File: config.mk
export PLATFORM = sky130hd
export DESIGN_NAME = uart_receive
export DESIGN_NICKNAME = d
export VERILOG_FILES = /design/src/rtl/uart_receive.sv
export SDC_FILE = /design/constraint.sdc
export NUM_CORES = 1
export LEC_CHECK = 0
export BUFFER_PORTS_ARGS = -buffer_cell sky130_fd_sc_hd__buf_2
export CAP_MARGIN = 10
export CORE_MARGIN = 3
export CORE_UTILIZATION = 40
export CTS_CLUSTER_DIAMETER = 30
export CTS_CLUSTER_SIZE = 30
export DETAILED_ROUTE_END_ITERATION = 10
export HOLD_SLACK_MARGIN = 0.12
export PLACE_DENSITY = 0.53
export REMOVE_ABC_BUFFERS = 1
export SETUP_SLACK_MARGIN = 0.2
export SYNTH_ARGS = -nofsm -noshare
export SYNTH_HDL_FRONTEND = slang
export SYNTH_SLANG_ARGS = --single-unit
File: constraint.sdc
create_clock -name clk -period 2.46 [get_ports clk]
set_input_delay 0.369 -clock clk [delete_from_list [all_inputs] [get_ports clk]]
set_output_delay 0.369 -clock clk [all_outputs]
set_load 0.05 [all_outputs]
File: src/rtl/uart_receive.sv
// Parametrised UART receiver (data/parity/stop configurable); UART_RECEIVE_MAJORITY_EN adds 2-of-3 bit voting.
// Latency: stb one cycle after the last stop sample; stb held until rdy, frames arriving meanwhile are dropped and flagged on ovr.
module uart_receive #(
  parameter int BAUD      = 9600,
  parameter int FREQ      = 12000000,
  parameter int DATA_BITS = 8,
  parameter int PARITY    = 0,
  parameter int STOP_BITS = 1
) (
  input  logic                 clk,
  input  logic                 rst_n,
  input  logic                 rxd,
  input  logic                 rdy,
  output logic                 stb,
  output logic [DATA_BITS-1:0] dat,
  output logic                 perr,
  output logic                 ferr,
  output logic                 ovr
);
  localparam int PERIOD = FREQ / BAUD;
  localparam int HALF   = PERIOD / 2;
  localparam int CW     = $clog2(PERIOD);
  localparam logic [CW-1:0] LAST  = CW'(PERIOD - 1);
  localparam logic [3:0]    DLAST = 4'(DATA_BITS - 1);
  localparam logic          SLAST = (STOP_BITS == 2);

  typedef enum logic [2:0] {S_IDLE, S_START, S_DATA, S_PARITY, S_STOP, S_WAIT} state_t;

  state_t               state;
  logic                 s1, rs;
  logic [CW-1:0]        count;
  logic [3:0]           bidx;
  logic                 sidx;
  logic [DATA_BITS-1:0] shreg;
  logic                 perr_int, ferr_int, done;
  logic                 smp, bitv;

`ifdef UART_RECEIVE_MAJORITY_EN
  localparam logic [CW-1:0] V0  = CW'(HALF - 2);
  localparam logic [CW-1:0] V1  = CW'(HALF - 1);
  localparam logic [CW-1:0] DEC = CW'(HALF);
  logic v0, v1;

  always_ff @(posedge clk or negedge rst_n) begin
    if (!rst_n) begin
      v0 <= 1'b1;
      v1 <= 1'b1;
    end else begin
      if (count == V0) v0 <= rs;
      if (count == V1) v1 <= rs;
    end
  end

  assign smp  = (state != S_IDLE) && (state != S_WAIT) && (count == DEC);
  assign bitv = (v0 & v1) | (v0 & rs) | (v1 & rs);
`else
  assign smp  = (state != S_IDLE) && (state != S_WAIT) && (count == CW'(HALF - 1));
  assign bitv = rs;
`endif

  always_ff @(posedge clk or negedge rst_n) begin
    if (!rst_n) begin
      s1       <= 1'b1;
      rs       <= 1'b1;
      state    <= S_IDLE;
      count    <= '0;
      bidx     <= '0;
      sidx     <= 1'b0;
      shreg    <= '0;
      perr_int <= 1'b0;
      ferr_int <= 1'b0;
      done     <= 1'b0;
      stb      <= 1'b0;
      dat      <= '0;
      perr     <= 1'b0;
      ferr     <= 1'b0;
      ovr      <= 1'b0;
    end else begin
      s1   <= rxd;
      rs   <= s1;
      done <= 1'b0;

      if (state == S_IDLE || state == S_WAIT) count <= '0;
      else count <= (count == LAST) ? '0 : count + 1'b1;

      case (state)
        S_IDLE: if (!rs) state <= S_START;
        S_START: if (smp) begin
          if (bitv) begin
            state <= S_IDLE;
          end else begin
            state    <= S_DATA;
            bidx     <= '0;
            perr_int <= 1'b0;
            ferr_int <= 1'b0;
          end
        end
        S_DATA: if (smp) begin
          shreg <= {bitv, shreg[DATA_BITS-1:1]};
          bidx  <= bidx + 1'b1;
          if (bidx == DLAST) begin
            state <= (PARITY != 0) ? S_PARITY : S_STOP;
            sidx  <= 1'b0;
          end
        end
        S_PARITY: if (smp) begin
          // odd mode folds in a constant 1 so a correct frame xors to zero either way
          perr_int <= ^{shreg, bitv, (PARITY == 1)};
          state    <= S_STOP;
        end
        S_STOP: if (smp) begin
          ferr_int <= ferr_int | ~bitv;
          sidx     <= sidx + 1'b1;
          if (sidx == SLAST) begin
            done  <= 1'b1;
            state <= (ferr_int | ~bitv) ? S_WAIT : S_IDLE;
          end
        end
        S_WAIT: if (rs) state <= S_IDLE;
        default: state <= S_IDLE;
      endcase

      if (done) begin
        if (!stb || rdy) begin
          dat  <= shreg;
          perr <= perr_int;
          ferr <= ferr_int;
          stb  <= 1'b1;
          if (stb) ovr <= 1'b0;
        end else begin
          ovr <= 1'b1;
        end
      end else if (stb && rdy) begin
        stb <= 1'b0;
        ovr <= 1'b0;
      end
    end
  end
endmodule

==> results of run 1 <==
[synth_stat cells, types with 2 or more instances]
cell type,count
dfrtp_1,42
nand2_1,34
nor2_1,16
mux2_2,10
inv_1,9
xnor2_1,9
nand3_1,8
o21ai_0,7
xor2_1,7
a21oi_1,6
buf_2,4
ha_1,4
nand4_1,4
nor3_1,4
clkbuf_1,3
a211o_1,2
and3_1,2
and4_1,2
buf_4,2
dfstp_2,2
nand2b_1,2
nor3b_1,2
or4_1,2
or4b_1,2
[worst max-delay path: cells and delay by family (launching register included)]
family	cells	cell delay, ns
compound gates	1	0.25
buf+inv	1	0.08
simple gates	3	1.06
fa+ha+maj	1	0.13
flops	1	0.44
[registers in the layout, indices dropped and copies added, names as in the netlist]
| signal | cells |
|---|---|
| count | 11 |
| dat | 8 |
| shreg | 8 |
| bidx | 4 |
| state | 3 |
| bitv | 1 |
| done | 1 |
| ferr | 1 |
| ferr_int | 1 |
| ovr | 1 |
| perr | 1 |
| perr_int | 1 |
| s1 | 1 |
| sidx | 1 |
| stb | 1 |
[area by class of cell]
class	instances	area, sq um	area share (%)
inverters	9	33.8	1.42
flip-flops and latches	44	1100	46.3
clock inverters	2	60.1	2.52
multi-input cells	144	945	39.7
clock buffers	5	68.8	2.89
repair buffers	17	87.6	3.68
well taps	67	83.8	3.52
[layer usage]
metal | track usage (%) | up-vias
met5 | 0 | -
met4 | 5.67 | 0
met3 | 3.85 | 6
met2 | 24.5 | 39
met1 | 16.4 | 726
li1 | - | 730
[path summary, 6_finish.rpt]
| check | end | startpoint | cells after the start | slack, ns |
|---|---|---|---|---|
| max | sidx | count[0] | 6 | 0.40 |
| min | s1 | rxd | 1 | 0.17 |
| max reg2reg | sidx | count[0] | 6 | 0.40 |
| min reg2reg | bitv | s1 | 0 | 0.36 |
| max in group asynchronous | shreg[0] | rst_n | 1 | 1.63 |
| min in group asynchronous | ferr | rst_n | 1 | 0.23 |
[power groups by stage]
stage | combinational, W | sequential, W | clock [W]
final | 0.0000248 | 0.000728 | 0.000631
after floorplan | 0.00000746 | 0.000742 | 0
after detailed placement | 0.0000259 | 0.000743 | 0
after global routing | 0.0000291 | 0.000729 | 0.000688
after global placement | 0.0000249 | 0.000743 | 0
after CTS | 0.0000262 | 0.000728 | 0.000655
[per-stage QoR]
step                area, sq um  hold slack (ns)
finish                     2380            0.174
detailed placement         2250            0.347
global route               2380            0.160
floorplan                  2080           0.0734
CTS                        2380            0.162
global placement           2250            0.347
[logic make-up (layout without fill, tap and decap cells)]
group | Yosys count | count (layout) | share of synthesized area, %
AO/OA/AOI/OAI | 25 | 25 | 7.88
XOR/XNOR | 17 | 17 | 7.64
adder cells (fa/ha/maj) | 4 | 4 | 2.35
buffers and inverters | 18 | 33 | 3.76
flip-flops | 44 | 44 | 51.9
multiplexers | 10 | 10 | 5.29
AND/OR/NAND/NOR | 88 | 88 | 21.2
==> impl_metrics.py, run 1 <==
metrics = {
    "synthesis": {
        "netlist.top_cell.by_area": "dfrtp_1",
        "synthDominantCellAreaShare_pct": 49.4,
        "ys.flop_type": "dfrtp_1",
        "ys.warnings.count": 0,
        "seq_total_area_yosys_pct": 51.9,
        "async_reset_ff_share_pct": 100,
        "synth_enable_flop_cells": 0,
        "synthesis.area_sq_mm": 0.00213,
        "synth_seq_cells": 44,
        "post_synth_main_area_contributors": "dfrtp_1 49%, nand2_1 6.0%, mux2_2 5.3%",
        "yosysUniqueCellTypes": 45,
        "post_synth.cell_area_avg_sq_um": 10.3,
        "syn_inst": 206,
    },
    "worst_setup_path": {
        "critical_path_required_ns": 2.64,
        "crit_slowest_cell": "or4b_1",
        "arrival_ns": 2.25,
        "critical_path_class": "reg2reg",
        "kind_of_start_point_of_the_critical_path": "flip-flop",
        "setup.worst_path.end_class": "flip-flop",
        "cpPeakStageDelay_ns": 0.54,
        "path_cells": "inv_1, ha_1, and4bb_2, nand3_2, or4b_1, a22o_1",
        "worstPathMaxFanout": 12,
    },
    "final_layout": {
        "mostFrequentLayoutCells": "42 x dfrtp_1, 34 x nand2_1, 16 x nor2_1, 15 x buf_2, 10 x mux2_2",
        "final_net_count": 229,
        "mostFrequentLayoutCell": "dfrtp_1",
        "synthToLayoutAreaGrowth_pct": 11.9,
        "number_of_filler_cells_placed_in_the_layout": 484,
        "finalCoreUtilization_pct": 48.2,
        "drive_gt1_share_pct": 19.0,
        "num_antenna_cells": 0,
        "post_layout_nonfiller_instances": 288,
    },
    "cts": {
        "cts.sinks": 44,
        "post_cts_resize_count": 0,
        "clock_tree.root_cell": "clkbuf_8",
        "insertion_delay_ns": 0.29,
        "post-cts-setup-buffer-count": 0,
        "cts_made_buffers": 5,
        "cts_tree": "yes",
        "ctsHtreeMaxLevel": 2,
        "cts.reportedPaths.clkPinSlew_ns": 0.08,
        "cts_max_path_buffers": 2,
        "post_cts_hold_buffer_count": 0,
    },
    "detailed_routing": {
        "met3_length_um": 187,
        "routed.top_layer": "met4",
        "ant_nets": 0,
        "drt_iter0_drc": 74,
        "routed_wl_mm": 3.99,
        "drt-pass1-iter-count": 4,
        "route.detailed.drc": 0,
        "avgViaCountPerCell": 5.21,
        "routed-via-count": 1501,
        "met2RoutedLength_mm": 2.01,
        "routed_wire_length_per_instance_um": 13.8,
        "wirelength_met1_mm": 1.73,
    },
    "power_and_ir_drop": {
        "p_int_w": 0.00113,
        "p_total_w": 0.00138,
        "comb_power_share_pct": 1.8,
        "power-per-cell-area_mw_per_mm2": 581,
        "share_seq_of_total_power_pct": 52.6,
        "clock_power_share_pct": 45.6,
        "max-vdd-ir-drop_mv": 0.329,
        "p_leak_nw": 1.18,
        "p_sw_share_pct": 18.3,
        "power.net_switching_w": 0.000253,
    },
    "global_route": {
        "largest_net_degree_at_the_start_of_global_routing": 45,
        "grt_antenna_before_repair": 0,
        "global_route.overflow_total": 0,
        "grt_usage_pct": 14.1,
        "grt_first_pass_wirelength_mm": 6.82,
        "vias_in_the_first_global_route": 1460,
    },
    "sta": {
        "finalSetupViolations": 0,
        "worst_slack_ns": 0.397,
        "worstMarginPinSlew_ns": 0.971,
        "relative_max_transition_margin_pct": 35.3,
        "fmax_mhz": 485,
        "fin_crit_ns": 2.06,
        "fin_setup_tns_ns": 0,
        "grt_setup_unrepaired": "no",
        "hold_viol_final": 0,
        "timing.final.crit_share_pct": 83.9,
        "slew_viol_final": 0,
        "clock-skew-final_ns": 0.00853,
    },
    "die": {
        "design.portCount": 16,
        "placementRows": 25,
        "fp.dieW_um": 78.9,
        "die_area_sq_mm": 0.00623,
        "initial_standard_cell_utilization_of_the_core_pct": 43.1,
        "chipHeight_um": 78.9,
        "fp.coreArea_sq_mm": 0.00494,
    },
    "placement": {
        "buffer_ports.inserted": 15,
        "dp_cells": 280,
        "finalWeightedCongestion": 0.801,
        "dp_worst_setup_slack_ns": 0.382,
        "hpwlAfterDp_mm": 2.79,
    },
    "job": {
        "maxCapViolations": 0,
    },
    "hold_path": {
        "min-delay-path-class": "in2reg",
    },
    "run_status": {
        "status": "completed",
    },
}
(Power assumes the default switching activity.)
==> run 2, diff against run 1 <==
clock period = 2 ns   (was 2.46 ns; I/O delays follow)
==> run 2 against run 1 <==
  * Combinational power up 51%
  * Routed wire length up 5.2%
  * Register-to-register slack worse by 0.24 ns
  * Final cell count up 5.9%
  * Clock skew about the same
  * Maximum frequency up 12%
  * Worst setup slack worse by 0.24 ns
  * Largest cell class unchanged
  * Largest power group unchanged
==> impl_metrics.py, run 2 (synthesis gave the netlist of run 1 again) <==
metrics = {
    "sta": {
        "hold_viol_final": 0,
        "timing.final.crit_share_pct": 92.2,
        "finalSetupViolations": 0,
        "worstMarginPinSlew_ns": 0.744,
        "clock-skew-final_ns": 0.00838,
        "grt_setup_unrepaired": "yes",
        "relative_max_transition_margin_pct": 50.4,
        "slew_viol_final": 0,
        "fmax_mhz": 542,
        "fin_crit_ns": 1.84,
        "fin_setup_tns_ns": 0,
    },
    "detailed_routing": {
        "routed_wl_mm": 4.19,
        "route.detailed.drc": 0,
        "routed_wire_length_per_instance_um": 13.7,
        "drt_iter0_drc": 76,
        "avgViaCountPerCell": 5.07,
        "ant_nets": 0,
        "routed-via-count": 1546,
        "drt-pass1-iter-count": 5,
    },
    "final_layout": {
        "mostFrequentLayoutCell": "dfrtp_1",
        "final_net_count": 245,
        "post_layout_nonfiller_instances": 305,
        "max_ffs_per_register": 11,
        "mostFrequentLayoutCells": "42 x dfrtp_1, 34 x nand2_1, 16 x nor2_1, 16 x buf_4, 15 x buf_2",
        "drive_gt1_share_pct": 27.3,
        "num_antenna_cells": 0,
        "synthToLayoutAreaGrowth_pct": 19.5,
        "max_flop_register": "count",
        "reg.largest.list": "count (11), dat (8), shreg (8)",
    },
    "job": {
        "maxCapViolations": 0,
    },
    "die": {
        "fp.dieW_um": 78.9,
        "die_area_sq_mm": 0.00623,
        "design.portCount": 16,
        "placementRows": 25,
        "chipHeight_um": 78.9,
        "fp.coreArea_sq_mm": 0.00494,
        "initial_standard_cell_utilization_of_the_core_pct": 43.1,
    },
    "worst_setup_path": {
        "worst_setup_path_startpoint": "count[1]",
        "kind_of_start_point_of_the_critical_path": "flip-flop",
        "launching_point_of_the_worst_reg2reg_path": "count[1]",
        "critical_path_required_ns": 2.18,
        "worstPathMaxFanout": 4,
        "setup.worst_path.end_class": "flip-flop",
        "critical_path_class": "reg2reg",
        "arrival_ns": 2.02,
    },
    "cts": {
        "ctsHtreeMaxLevel": 2,
        "cts_made_buffers": 5,
        "cts.sinks": 44,
        "cts_tree": "yes",
        "cts_max_path_buffers": 2,
        "cts.reportedPaths.clkPinSlew_ns": 0.09,
        "clock_tree.root_cell": "clkbuf_8",
        "insertion_delay_ns": 0.29,
    },
    "global_route": {
        "grt_antenna_before_repair": 0,
        "global_route.overflow_total": 0,
        "grt_first_pass_wirelength_mm": 7.39,
        "vias_in_the_first_global_route": 1610,
        "grt_usage_pct": 14.9,
        "largest_net_degree_at_the_start_of_global_routing": 34,
    },
    "power_and_ir_drop": {
        "max-vdd-ir-drop_mv": 0.251,
        "p_total_w": 0.00160,
        "p_leak_nw": 1.26,
        "power-per-cell-area_mw_per_mm2": 631,
    },
    "placement": {
        "buffer_ports.inserted": 15,
        "finalWeightedCongestion": 0.899,
        "hpwlAfterDp_mm": 3.00,
        "dp_cells": 292,
    },
    "hold_path": {
        "hp-start": "rdy",
        "min-delay-path-class": "in2reg",
    },
    "run_status": {
        "status": "completed",
    },
}
==> run 2: cell types whose count changed in the layout (fill, tap and decap cells not counted), moves of 2 or more <==
cell           previous run  this run
buf_4                     1        16
dlygate4sd3_1             0         2
nand3_4                   0         2
or4_1                     2         0
or4_4                     0         2
==> run 2: worst paths after layout <==
check                         end  slack, ns  cells after the start
setup reg to reg             sidx       0.16                      6
min in group asynchronous     ovr       0.61                      2
setup / recovery             sidx       0.16                      6
hold reg to reg              bitv       0.36                      0
max in group asynchronous  dat[0]       0.78                      3
hold / removal                ovr       0.17                      2
==> run 2: report_power, final <==
part           switching [W]  leakage (nW)  internal [W]
Sequential        0.00000348         0.588      0.000893
Combinational      0.0000246         0.615     0.0000128
Clock               0.000302        0.0541      0.000370
==> run 2: layer usage <==
metal | wire (um) | part of all wire, % | track usage [%] | vias up
met5 | 0 | 0 | 0 | -
met4 | 24 | 0.57 | 4.98 | 0
met3 | 140 | 3.3 | 3.74 | 2
met2 | 2160 | 52 | 25.9 | 32
met1 | 1860 | 44 | 18.2 | 750
li1 | - | - | - | 762
==> run 2: worst max-delay path, stage by stage (launching register included) <==
cell      delay [ns]
dfrtp_1         0.42
inv_2           0.09
ha_4            0.11
and4bb_2        0.27
nand3_4         0.10
or4b_1          0.52
a22o_1          0.23
==> run 2: timing repair <==
| item | CTS | global route |
|---|---|---|
| cloned | 0 | 0 |
| pin swaps | 0 | 3 |
| resized for setup | 1 | 11 |
| setup endpoints to repair | 13 | 7 |
| hold endpoints to repair | 30 | 0 |
| hold buffers | 2 | 0 |
| buffers inserted | 1 | 2 |
==> run 2: stage by stage <==
step	cell area, sq um	hold slack, ns	setup slack (ns)	utilization [%]
finish	2540	0.171	0.156	51.5
global route	2540	0.164	0.0988	51.5
CTS	2480	0.165	0.110	50.1
detailed placement	2340	0.350	0.0551	47.3
global placement	2340	0.347	0.134	47.3
floorplan	2080	0.00441	0.130	-
==> run 2: cell type report <==
class,count,area [sq um]
clock buffers,5,68.8
multi-input cells,144,996
flip-flops and latches,44,1100
fillers,458,2400
clock inverters,3,42.5
inverters,9,33.8
repair buffers,33,215
well taps,67,83.8
==> run 3, diff against run 2 <==
PLACE_DENSITY = 0.65   (was 0.53)
==> run 3 against run 2 <==
  * Maximum frequency grew 3.6%
  * Non-clock buffer count is the same
  * Sequential power is essentially flat
  * Critical path type unchanged
==> impl_metrics.py, run 3 (synthesis gave the netlist of run 1 again) <==
metrics = {
    "sta": {
        "timing.final.crit_share_pct": 88.9,
        "fin_setup_tns_ns": 0,
        "hold_viol_final": 0,
        "clock-skew-final_ns": 0.00936,
        "fin_crit_ns": 1.78,
        "finalSetupViolations": 0,
        "grt_setup_unrepaired": "yes",
        "relative_max_transition_margin_pct": 62.4,
        "fmax_mhz": 562,
        "worstMarginPinSlew_ns": 0.564,
        "slew_viol_final": 0,
    },
    "die": {
        "initial_standard_cell_utilization_of_the_core_pct": 43.1,
        "die_area_sq_mm": 0.00623,
        "design.portCount": 16,
        "fp.coreArea_sq_mm": 0.00494,
        "chipHeight_um": 78.9,
        "placementRows": 25,
        "fp.dieW_um": 78.9,
    },
    "worst_setup_path": {
        "worst_setup_path_startpoint": "count[0]",
        "rr_worst_depth": 6,
        "worstSetupPathDepth": 6,
        "cp_top_family": "simple AND/OR/NAND/NOR gates",
        "crit_slowest_cell": "or4b_1",
        "path_buf_inv": 1,
        "arrival_ns": 1.97,
        "worstPathMaxFanout": 6,
        "cpPeakStageDelay_ns": 0.48,
        "critical_path_class": "reg2reg",
        "critical_path_required_ns": 2.19,
        "kind_of_start_point_of_the_critical_path": "flip-flop",
        "launching_point_of_the_worst_reg2reg_path": "count[0]",
        "setup.worst_path.end_class": "flip-flop",
        "path_cells": "inv_1, ha_1, and4bb_2, nand3_4, or4b_1, a22o_1",
    },
    "detailed_routing": {
        "ant_nets": 0,
        "drt_iter0_drc": 138,
        "routed_wl_mm": 3.84,
        "drt-pass1-iter-count": 4,
        "routed_wire_length_per_instance_um": 12.6,
        "avgViaCountPerCell": 4.97,
        "routed-via-count": 1511,
        "route.detailed.drc": 0,
    },
    "power_and_ir_drop": {
        "p_int_w": 0.00114,
        "p_sw_share_pct": 21.7,
        "p_total_w": 0.00146,
        "share_seq_of_total_power_pct": 61.5,
        "p_leak_nw": 1.24,
        "power-per-cell-area_mw_per_mm2": 589,
        "comb_power_share_pct": 2.4,
        "clock_power_share_pct": 36.1,
        "power.net_switching_w": 0.000317,
        "max-vdd-ir-drop_mv": 0.425,
    },
    "final_layout": {
        "num_antenna_cells": 0,
        "max_ffs_per_register": 11,
        "reg.largest.list": "count (11), dat (8), shreg (8)",
        "drive_gt1_share_pct": 24.5,
        "mostFrequentLayoutCell": "dfrtp_1",
        "synthToLayoutAreaGrowth_pct": 16.3,
        "max_flop_register": "count",
        "mostFrequentLayoutCells": "42 x dfrtp_1, 34 x nand2_1, 16 x nor2_1, 16 x buf_4, 15 x buf_2",
        "final_net_count": 245,
    },
    "run_status": {
        "status": "completed",
    },
    "hold_path": {
        "min-delay-path-class": "in2reg",
        "hp-start": "rdy",
        "whs_path_depth": 2,
    },
    "placement": {
        "hpwlAfterDp_mm": 2.66,
        "finalWeightedCongestion": 0.840,
        "buffer_ports.inserted": 15,
    },
    "cts": {
        "cts_tree": "yes",
        "clock_tree.root_cell": "clkbuf_8",
        "cts.sinks": 44,
        "insertion_delay_ns": 0.29,
        "cts_made_buffers": 5,
        "cts.reportedPaths.clkPinSlew_ns": 0.08,
        "ctsHtreeMaxLevel": 2,
        "cts_max_path_buffers": 2,
    },
    "job": {
        "maxCapViolations": 0,
    },
    "global_route": {
        "global_route.overflow_total": 0,
        "grt_usage_pct": 13.9,
        "grt_first_pass_wirelength_mm": 6.79,
        "vias_in_the_first_global_route": 1467,
        "grt_antenna_before_repair": 0,
        "largest_net_degree_at_the_start_of_global_routing": 45,
    },
}
-- run 3: cell count changes in the layout (fill, tap and decap cells not counted), sizes merged --
| cell | change |
|---|---|
| bufinv | -1 |
-- run 3: per-stage QoR --
stage	setup WS, ns	cell area (sq um)	instances	utilization (%)	hold slack, ns
after floorplan	0.130	2080	197	-	0.00441
after global placement	0.177	2350	293	47.5	0.346
after detailed placement	0.122	2350	293	47.5	0.348
after CTS	0.183	2460	303	49.8	0.160
after global routing	0.147	2470	304	50.1	0.182
final	0.221	2470	304	50.1	0.175
-- run 3: routing by layer --
metal / track usage, % / wire [um]
met5: 0 / 0
met2: 21.4 / 1720
met1: 19.0 / 1900
met4: 5.84 / 72
met3: 3.29 / 135
-- run 3: power by group through the flow --
stage / sequential, W / clock, W / combinational, W
after floorplan: 0.000912 / 0 / 0.00000917
after global placement: 0.000913 / 0 / 0.0000328
after detailed placement: 0.000913 / 0 / 0.0000333
after CTS: 0.000896 / 0.000552 / 0.0000364
after global routing: 0.000897 / 0.000581 / 0.0000402
final: 0.000896 / 0.000527 / 0.0000347
-- run 3: worst paths after layout --
kind                                 end  slack (ns)
worst max register to register      sidx        0.22
worst min register to register      bitv        0.36
worst min-delay path                 ovr        0.17
min in group asynchronous       count[1]        0.61
max in group asynchronous             s1        1.00
worst max-delay path                sidx        0.22
-- run 3: repair_timing --
item	in CTS	in global routing
endpoints found under the hold margin	43	0
setup buffers	1	1
endpoints found under the setup margin	1	2
hold buffers	2	0
resized for setup	1	2
-- run 3: area by class of cell --
type,instances,area (sq um)
fillers,466,2470
flip-flops and latches,44,1100
multi-input cells,144,957
repair buffers,33,215
well taps,67,83.8
clock buffers,5,68.8
inverters,9,33.8
clock inverters,2,12.5
